[src/rtl/tv80_alu16_seq_if.sv]
// tv80_alu16_seq_if: bundles the core request/response and ALU-side signals of the
// 16-bit sequencer. master = core/ALU environment, slave = the sequencer.
interface tv80_alu16_seq_if;
  // Core request
  logic        start;
  logic [1:0]  op;
  logic [15:0] opa;
  logic [15:0] opb;
  logic [7:0]  f_in;
  // Core response
  logic        busy;
  logic        done;
  logic [15:0] result;
  logic [7:0]  f_out;
  // ALU drive
  logic [3:0]  alu_op;
  logic        alu_arith16;
  logic        alu_z16;
  logic [7:0]  alu_busa;
  logic [7:0]  alu_busb;
  logic [7:0]  alu_f_in;
  // ALU return
  logic [7:0]  alu_q;
  logic [7:0]  alu_f_out;

  modport master (
    output start, op, opa, opb, f_in, alu_q, alu_f_out,
    input  busy, done, result, f_out,
    input  alu_op, alu_arith16, alu_z16, alu_busa, alu_busb, alu_f_in
  );

  modport slave (
    input  start, op, opa, opb, f_in, alu_q, alu_f_out,
    output busy, done, result, f_out,
    output alu_op, alu_arith16, alu_z16, alu_busa, alu_busb, alu_f_in
  );
endinterface

[src/rtl/tv80_alu16_seq.sv]
// tv80_alu16_seq: runs 16-bit ADD/ADC/SBC HL,rr as two byte passes (low, then high)
// through the 8-bit tv80_alu, then returns the 16-bit result and final F.
// Optional feature macro: TV80_ALU16_CMP_EN -- op=11 becomes CP16 (flags only);
// without it op=11 behaves as ADD.
module tv80_alu16_seq #(
  parameter int unsigned Flag_C = 0,
  parameter int unsigned Flag_N = 1,
  parameter int unsigned Flag_P = 2,
  parameter int unsigned Flag_X = 3,
  parameter int unsigned Flag_H = 4,
  parameter int unsigned Flag_Y = 5,
  parameter int unsigned Flag_Z = 6,
  parameter int unsigned Flag_S = 7
) (
  input logic             clk,
  input logic             reset_n,
  input logic             cen,
  tv80_alu16_seq_if.slave bus
);

  // The sequencer only forwards F between passes, but the map must agree with the ALU.
  localparam logic [7:0] FlagMask = 8'(1 << Flag_C) | 8'(1 << Flag_N) | 8'(1 << Flag_P) |
                                    8'(1 << Flag_X) | 8'(1 << Flag_H) | 8'(1 << Flag_Y) |
                                    8'(1 << Flag_Z) | 8'(1 << Flag_S);
  if (FlagMask != 8'hFF) begin : gen_bad_flag_map
    $error("tv80_alu16_seq: Flag_* positions must be distinct and below 8");
  end

  typedef enum logic [1:0] {StIdle, StLo, StHi, StDone} state_e;

  state_e      state_q, state_d;
  logic [15:0] a_q, a_d;
  logic [15:0] b_q, b_d;
  logic [1:0]  op_q, op_d;
  logic [7:0]  flag_q, flag_d;
  logic [7:0]  lo_q, lo_d;
  logic [15:0] result_q, result_d;
  logic [7:0]  f_out_q, f_out_d;

  logic       is_add;
  logic       is_cmp;
  logic [3:0] op_lo;
  logic [3:0] op_hi;

  logic [3:0] alu_op;
  logic       alu_arith16;
  logic       alu_z16;
  logic [7:0] alu_busa;
  logic [7:0] alu_busb;
  logic [7:0] alu_f_in;

  // Decode the latched opcode into per-pass ALU opcodes.
  always_comb begin
`ifdef TV80_ALU16_CMP_EN
    is_cmp = (op_q == 2'b11);
`else
    is_cmp = 1'b0;
`endif
    is_add = (op_q == 2'b00) || ((op_q == 2'b11) && !is_cmp);
    op_lo  = 4'b0000;
    op_hi  = 4'b0001;
    if (is_cmp) begin
      op_lo = 4'b0010;
      op_hi = 4'b0011;
    end else if (op_q == 2'b01) begin
      op_lo = 4'b0001;
      op_hi = 4'b0001;
    end else if (op_q == 2'b10) begin
      op_lo = 4'b0011;
      op_hi = 4'b0011;
    end
  end

  // Next-state, register updates and ALU drive for each pass.
  always_comb begin
    state_d     = state_q;
    a_d         = a_q;
    b_d         = b_q;
    op_d        = op_q;
    flag_d      = flag_q;
    lo_d        = lo_q;
    result_d    = result_q;
    f_out_d     = f_out_q;
    alu_op      = 4'b0000;
    alu_arith16 = 1'b0;
    alu_z16     = 1'b0;
    alu_busa    = 8'h00;
    alu_busb    = 8'h00;
    alu_f_in    = 8'h00;
    unique case (state_q)
      StIdle: begin
        if (bus.start) begin
          a_d     = bus.opa;
          b_d     = bus.opb;
          op_d    = bus.op;
          flag_d  = bus.f_in;
          state_d = StLo;
        end
      end
      StLo: begin
        alu_op      = op_lo;
        alu_arith16 = is_add;
        alu_busa    = a_q[7:0];
        alu_busb    = b_q[7:0];
        alu_f_in    = flag_q;
        lo_d        = bus.alu_q;
        flag_d      = bus.alu_f_out;
        state_d     = StHi;
      end
      StHi: begin
        // Z16 lets the high pass AND its zero test with the low pass's Z.
        alu_op      = op_hi;
        alu_arith16 = is_add;
        alu_z16     = 1'b1;
        alu_busa    = a_q[15:8];
        alu_busb    = b_q[15:8];
        alu_f_in    = flag_q;
        f_out_d     = bus.alu_f_out;
        if (!is_cmp) begin
          result_d = {bus.alu_q, lo_q};
        end
        state_d = StDone;
      end
      StDone: begin
        state_d = StIdle;
      end
      default: state_d = StIdle;
    endcase
  end

  // State register: synchronous active-low reset, advances only on cen.
  always_ff @(posedge clk) begin
    if (!reset_n) begin
      state_q  <= StIdle;
      a_q      <= 16'h0000;
      b_q      <= 16'h0000;
      op_q     <= 2'b00;
      flag_q   <= 8'h00;
      lo_q     <= 8'h00;
      result_q <= 16'h0000;
      f_out_q  <= 8'h00;
    end else if (cen) begin
      state_q  <= state_d;
      a_q      <= a_d;
      b_q      <= b_d;
      op_q     <= op_d;
      flag_q   <= flag_d;
      lo_q     <= lo_d;
      result_q <= result_d;
      f_out_q  <= f_out_d;
    end
  end

  assign bus.busy        = (state_q != StIdle);
  assign bus.done        = (state_q == StDone);
  assign bus.result      = result_q;
  assign bus.f_out       = f_out_q;
  assign bus.alu_op      = alu_op;
  assign bus.alu_arith16 = alu_arith16;
  assign bus.alu_z16     = alu_z16;
  assign bus.alu_busa    = alu_busa;
  assign bus.alu_busb    = alu_busb;
  assign bus.alu_f_in    = alu_f_in;

endmodule

[src/flat_wrapper.sv]
// flat-port wrapper written by rule: the top's interface ports become plain ports
module tv80_alu16_seq_flat 
#(
  parameter int unsigned Flag_C = 0,
  parameter int unsigned Flag_N = 1,
  parameter int unsigned Flag_P = 2,
  parameter int unsigned Flag_X = 3,
  parameter int unsigned Flag_H = 4,
  parameter int unsigned Flag_Y = 5,
  parameter int unsigned Flag_Z = 6,
  parameter int unsigned Flag_S = 7
)
  (clk, reset_n, cen, bus_start, bus_op, bus_opa, bus_opb, bus_f_in, bus_alu_q, bus_alu_f_out, bus_busy, bus_done, bus_result, bus_f_out, bus_alu_op, bus_alu_arith16, bus_alu_z16, bus_alu_busa, bus_alu_busb, bus_alu_f_in);
  tv80_alu16_seq_if bus_i ();
  input logic clk;
  input logic reset_n;
  input logic cen;
  input wire logic [$bits(bus_i.start)-1:0] bus_start;
  input wire logic [$bits(bus_i.op)-1:0] bus_op;
  input wire logic [$bits(bus_i.opa)-1:0] bus_opa;
  input wire logic [$bits(bus_i.opb)-1:0] bus_opb;
  input wire logic [$bits(bus_i.f_in)-1:0] bus_f_in;
  input wire logic [$bits(bus_i.alu_q)-1:0] bus_alu_q;
  input wire logic [$bits(bus_i.alu_f_out)-1:0] bus_alu_f_out;
  output wire logic [$bits(bus_i.busy)-1:0] bus_busy;
  output wire logic [$bits(bus_i.done)-1:0] bus_done;
  output wire logic [$bits(bus_i.result)-1:0] bus_result;
  output wire logic [$bits(bus_i.f_out)-1:0] bus_f_out;
  output wire logic [$bits(bus_i.alu_op)-1:0] bus_alu_op;
  output wire logic [$bits(bus_i.alu_arith16)-1:0] bus_alu_arith16;
  output wire logic [$bits(bus_i.alu_z16)-1:0] bus_alu_z16;
  output wire logic [$bits(bus_i.alu_busa)-1:0] bus_alu_busa;
  output wire logic [$bits(bus_i.alu_busb)-1:0] bus_alu_busb;
  output wire logic [$bits(bus_i.alu_f_in)-1:0] bus_alu_f_in;
  assign bus_i.start = bus_start;
  assign bus_i.op = bus_op;
  assign bus_i.opa = bus_opa;
  assign bus_i.opb = bus_opb;
  assign bus_i.f_in = bus_f_in;
  assign bus_i.alu_q = bus_alu_q;
  assign bus_i.alu_f_out = bus_alu_f_out;
  assign bus_busy = bus_i.busy;
  assign bus_done = bus_i.done;
  assign bus_result = bus_i.result;
  assign bus_f_out = bus_i.f_out;
  assign bus_alu_op = bus_i.alu_op;
  assign bus_alu_arith16 = bus_i.alu_arith16;
  assign bus_alu_z16 = bus_i.alu_z16;
  assign bus_alu_busa = bus_i.alu_busa;
  assign bus_alu_busb = bus_i.alu_busb;
  assign bus_alu_f_in = bus_i.alu_f_in;
  tv80_alu16_seq #(.Flag_C(Flag_C), .Flag_N(Flag_N), .Flag_P(Flag_P), .Flag_X(Flag_X), .Flag_H(Flag_H), .Flag_Y(Flag_Y), .Flag_Z(Flag_Z), .Flag_S(Flag_S)) u_core (.clk(clk), .reset_n(reset_n), .cen(cen), .bus(bus_i));
endmodule
[config.mk]
export PLATFORM = sky130hd
export DESIGN_NAME = tv80_alu16_seq_flat
export DESIGN_NICKNAME = d
export VERILOG_FILES = /design/src/rtl/tv80_alu16_seq_if.sv /design/src/rtl/tv80_alu16_seq.sv /design/src/flat_wrapper.sv
export SDC_FILE = /design/constraint.sdc
export NUM_CORES = 1
export LEC_CHECK = 0
export CAP_MARGIN = 40
export CORE_MARGIN = 4
export CORE_UTILIZATION = 48
export DETAILED_ROUTE_END_ITERATION = 12
export GPL_TIMING_DRIVEN = 0
export PLACE_DENSITY = 0.89
export SLEW_MARGIN = 25
export SYNTH_ARGS = -nofsm -noshare
export SYNTH_HDL_FRONTEND = slang
export SYNTH_SLANG_ARGS = --single-unit
[constraint.sdc]
create_clock -name clk -period 2.9 [get_ports clk]
set_input_delay 0.58 -clock clk [delete_from_list [all_inputs] [get_ports clk]]
set_output_delay 0.58 -clock clk [all_outputs]
set_load 0.05 [all_outputs]
==> metrics <==
run status finished clean; WHS 0.458 ns; Finished Layout Cells 609; Layout Utilization roughly 72%; worst hold stages 2; Worst Tran Pin Value around 0.6 ns; first-pass GRT wire length 15,000 µm; clock sinks 76; Sw Ratio 30.7%; cell taking the most area after synthesis dfxtp_1; Crit path arrival time ~2.2 ns; antenna viol nets, final 0; final setup vio count 0; Comb power frac between 10% and 20%; placed cell count between 500 and 600; drt first pass iters 4; Max Slew Vio Count 0; CTS Buf Count 9; layout overhead on the synthesized area 43.2%; ys flop type dfxtp_1; Power Density 496 nW/µm²; ant diodes 0; detailed-placement wirelength estimate approximately 7000 µm; Internal 1.60 mW; DRC 0; leakage about 1.7 nW; Skew-Pair Late Insertion Delay roughly 0.36 ns; Hold WC Path Type register to register; most common cell in the netlist nand2_1; count of hold-fix buffers inserted at cts 0; die area between 8000 and 9000 µm²; RR Endpoint u_core.b_q[8]; width of the die roughly 90 µm; Synth top area share a little under half; vias in the first global route about 3,200; global route total overflow 0; final wirelength between 9000 and 10,000 µm; Synth Instances between 400 and 500; Max rail drop VDD 0.343 mV; post-synthesis cell area 3260 µm²; Fmax achieved 0.357 GHz; Root Buffer clkbuf_8; row cnt 29; Vias/cell about 5.3; R2R cell count 6; Final WS setup 0.0985 ns; Final Cell Area approximately 4700 µm²; Synth area leaders dfxtp_1 47%, nand2_1 15%, a21oi_1 12%; NumNets Final about 600; r2r setup slk 1.02 ns; worst slack, placed -0.261 ns; yosys warns 0; top cell types by occurrence after synthesis 126 x nand2_1, 76 x a21oi_1, 76 x dfxtp_1; Worst R2R Start u_core.state_q[0]; Placeable Area about 6500 µm²; antenna violations before repair 0; WL/cell ~15 µm; CP required 2.32 ns; placed cell area 4500 µm²; vias ~3,200; Avg Synthesized Cell Area around 8 µm²; crit path capture type output pin; NetSw about 0.71 mW; I/O pin count ~120; worst-case clock buffer depth 2; CTS clk-pin slew, worst paths 0.08 ns; share of cells above drive strength 1 12.8%; htree depth 3; kind of critical path register to output pin; Period minus WS final between 2 and 3 ns; post-synthesis sequential area ratio between 40 and 50%; Clock power frac between 30 and 40%; DR iter-0 viols between 150 and 200; Post-synth ARST share 0%; CTS tree built; Fin. Hold Viols 0; largest net degree at the start of global routing 16; Tcrit/Tclk final 96.6%; GP Congestion around 0.88; distinct cell type count after synthesis 25; total global-route track usage between 20 and 25%; Max-slew headroom about three fifths; hold_sp u_core.lo_q[3]; clock skew slightly above 0.01 ns; port buffer count around 110; startpoint types register; Hold Path End u_core.bus.result[3]; RSZ-0062 raised after global routing no; Max Cap Violations 0; die height about 90 µm; initial core utilization 50.4%; Sequential Power Share between 40% and 50%; Post-synth EDFFs 0; maximum fanout along the worst path 10; Synth Register Bits 76
==> layer usage <==
metal  wire length (µm)  global-route usage (%)  share of wire [%]  vias up
met4                158                    8.16                1.7        0
li1                   -                       -                  -     1588
met3                763                    6.67                8.2       18
met2               4560                    39.6                 49      136
met1               3830                    26.6                 41     1462
met5                  0                       0                  0        -
==> how the worst max path moves through the flow <==
stage / startpoint / endpoint / cells after the start
floorplan: u_core.state_q[0] / bus_alu_busa[1] / 6
global placement: u_core.state_q[0] / bus_alu_busa[3] / 6
detailed placement: u_core.state_q[0] / bus_alu_busa[3] / 6
CTS: u_core.state_q[0] / bus_alu_f_in[6] / 5
global route: u_core.state_q[0] / bus_alu_busa[0] / 5
finish: u_core.state_q[0] / bus_alu_busa[0] / 5
==> kinds of logic after synthesis <==
group | Yosys count | share of synthesized area, %
buf+inv | 40 | 5.65
other cells | 1 | 0.115
simple gates | 167 | 22.0
compound gates | 104 | 19.5
fa+ha+maj | 8 | 3.07
flops | 76 | 46.7
mux | 9 | 2.92
==> sequential cells by signal, summed over array words and instances (netlist names) <==
signal,flops
u_core.state_q,2
u_core.bus.result,16
u_core.b_q,16
u_core.a_q,16
u_core.lo_q,8
u_core.op_q,2
u_core.flag_q,8
u_core.bus.f_out,8
==> worst max-delay path: stages, from the launching register on <==
cell and delay [ns]:
dfxtp_1 0.43, inv_1 0.13, ha_2 0.46, clkbuf_2 0.26, nor2b_1 0.19, clkdlybuf4s15_2 0.39
==> final cells by class <==
class	instances	area [µm²]
Buffer	31	154
Clock buffer	9	124
Clock inverter	7	60.1
Fill cell	507	1800
Inverter	5	18.8
Multi-Input combinational cell	290	1560
Sequential cell	76	1520
Tap cell	77	96.3
Timing Repair Buffer	114	1130
==> power groups by stage <==
stage	Combinational, mW	Sequential [mW]	Clock, mW
finish	0.458	1.12	0.741
global route	0.492	1.12	0.803
CTS	0.458	1.12	0.755
detailed placement	0.458	1.14	0
global placement	0.447	1.14	0
floorplan	0.262	1.15	0
==> through the flow <==
step           TNS [ns]  power (mW)
2_1_floorplan         0        1.41
3_3_place_gp      -2.83        1.58
3_5_place_dp      -3.64        1.60
4_1_cts               0        2.33
5_1_grt               0        2.42
6_report              0        2.31
==> what timing repair did <==
item                                    in CTS  in global routing
endpoints found under the setup margin      27                 22
gates cloned                                 0                  0
gates resized for setup                     72                 11
setup buffers                                0                  0
==> cell usage in the layout (no fill, tap or decap), types with 2 or more instances in the layout <==
master,instances
nand2_1,126
clkdlybuf4s50_1,87
a21oi_1,76
dfxtp_1,76
clkdlybuf4s15_2,18
nor2b_1,17
a22oi_1,16
clkbuf_1,15
buf_2,10
and2_1,10
nand3_1,10
clkbuf_8,9
clkbuf_2,8
mux2i_1,8
a211oi_2,8
ha_1,6
inv_1,5
clkinvlp_4,3
dlygate4sd2_1,3
buf_6,2
ha_2,2
buf_4,2
conb_1,2
clkinv_4,2
No activity file was read; power rests on OpenSTA's default activity.
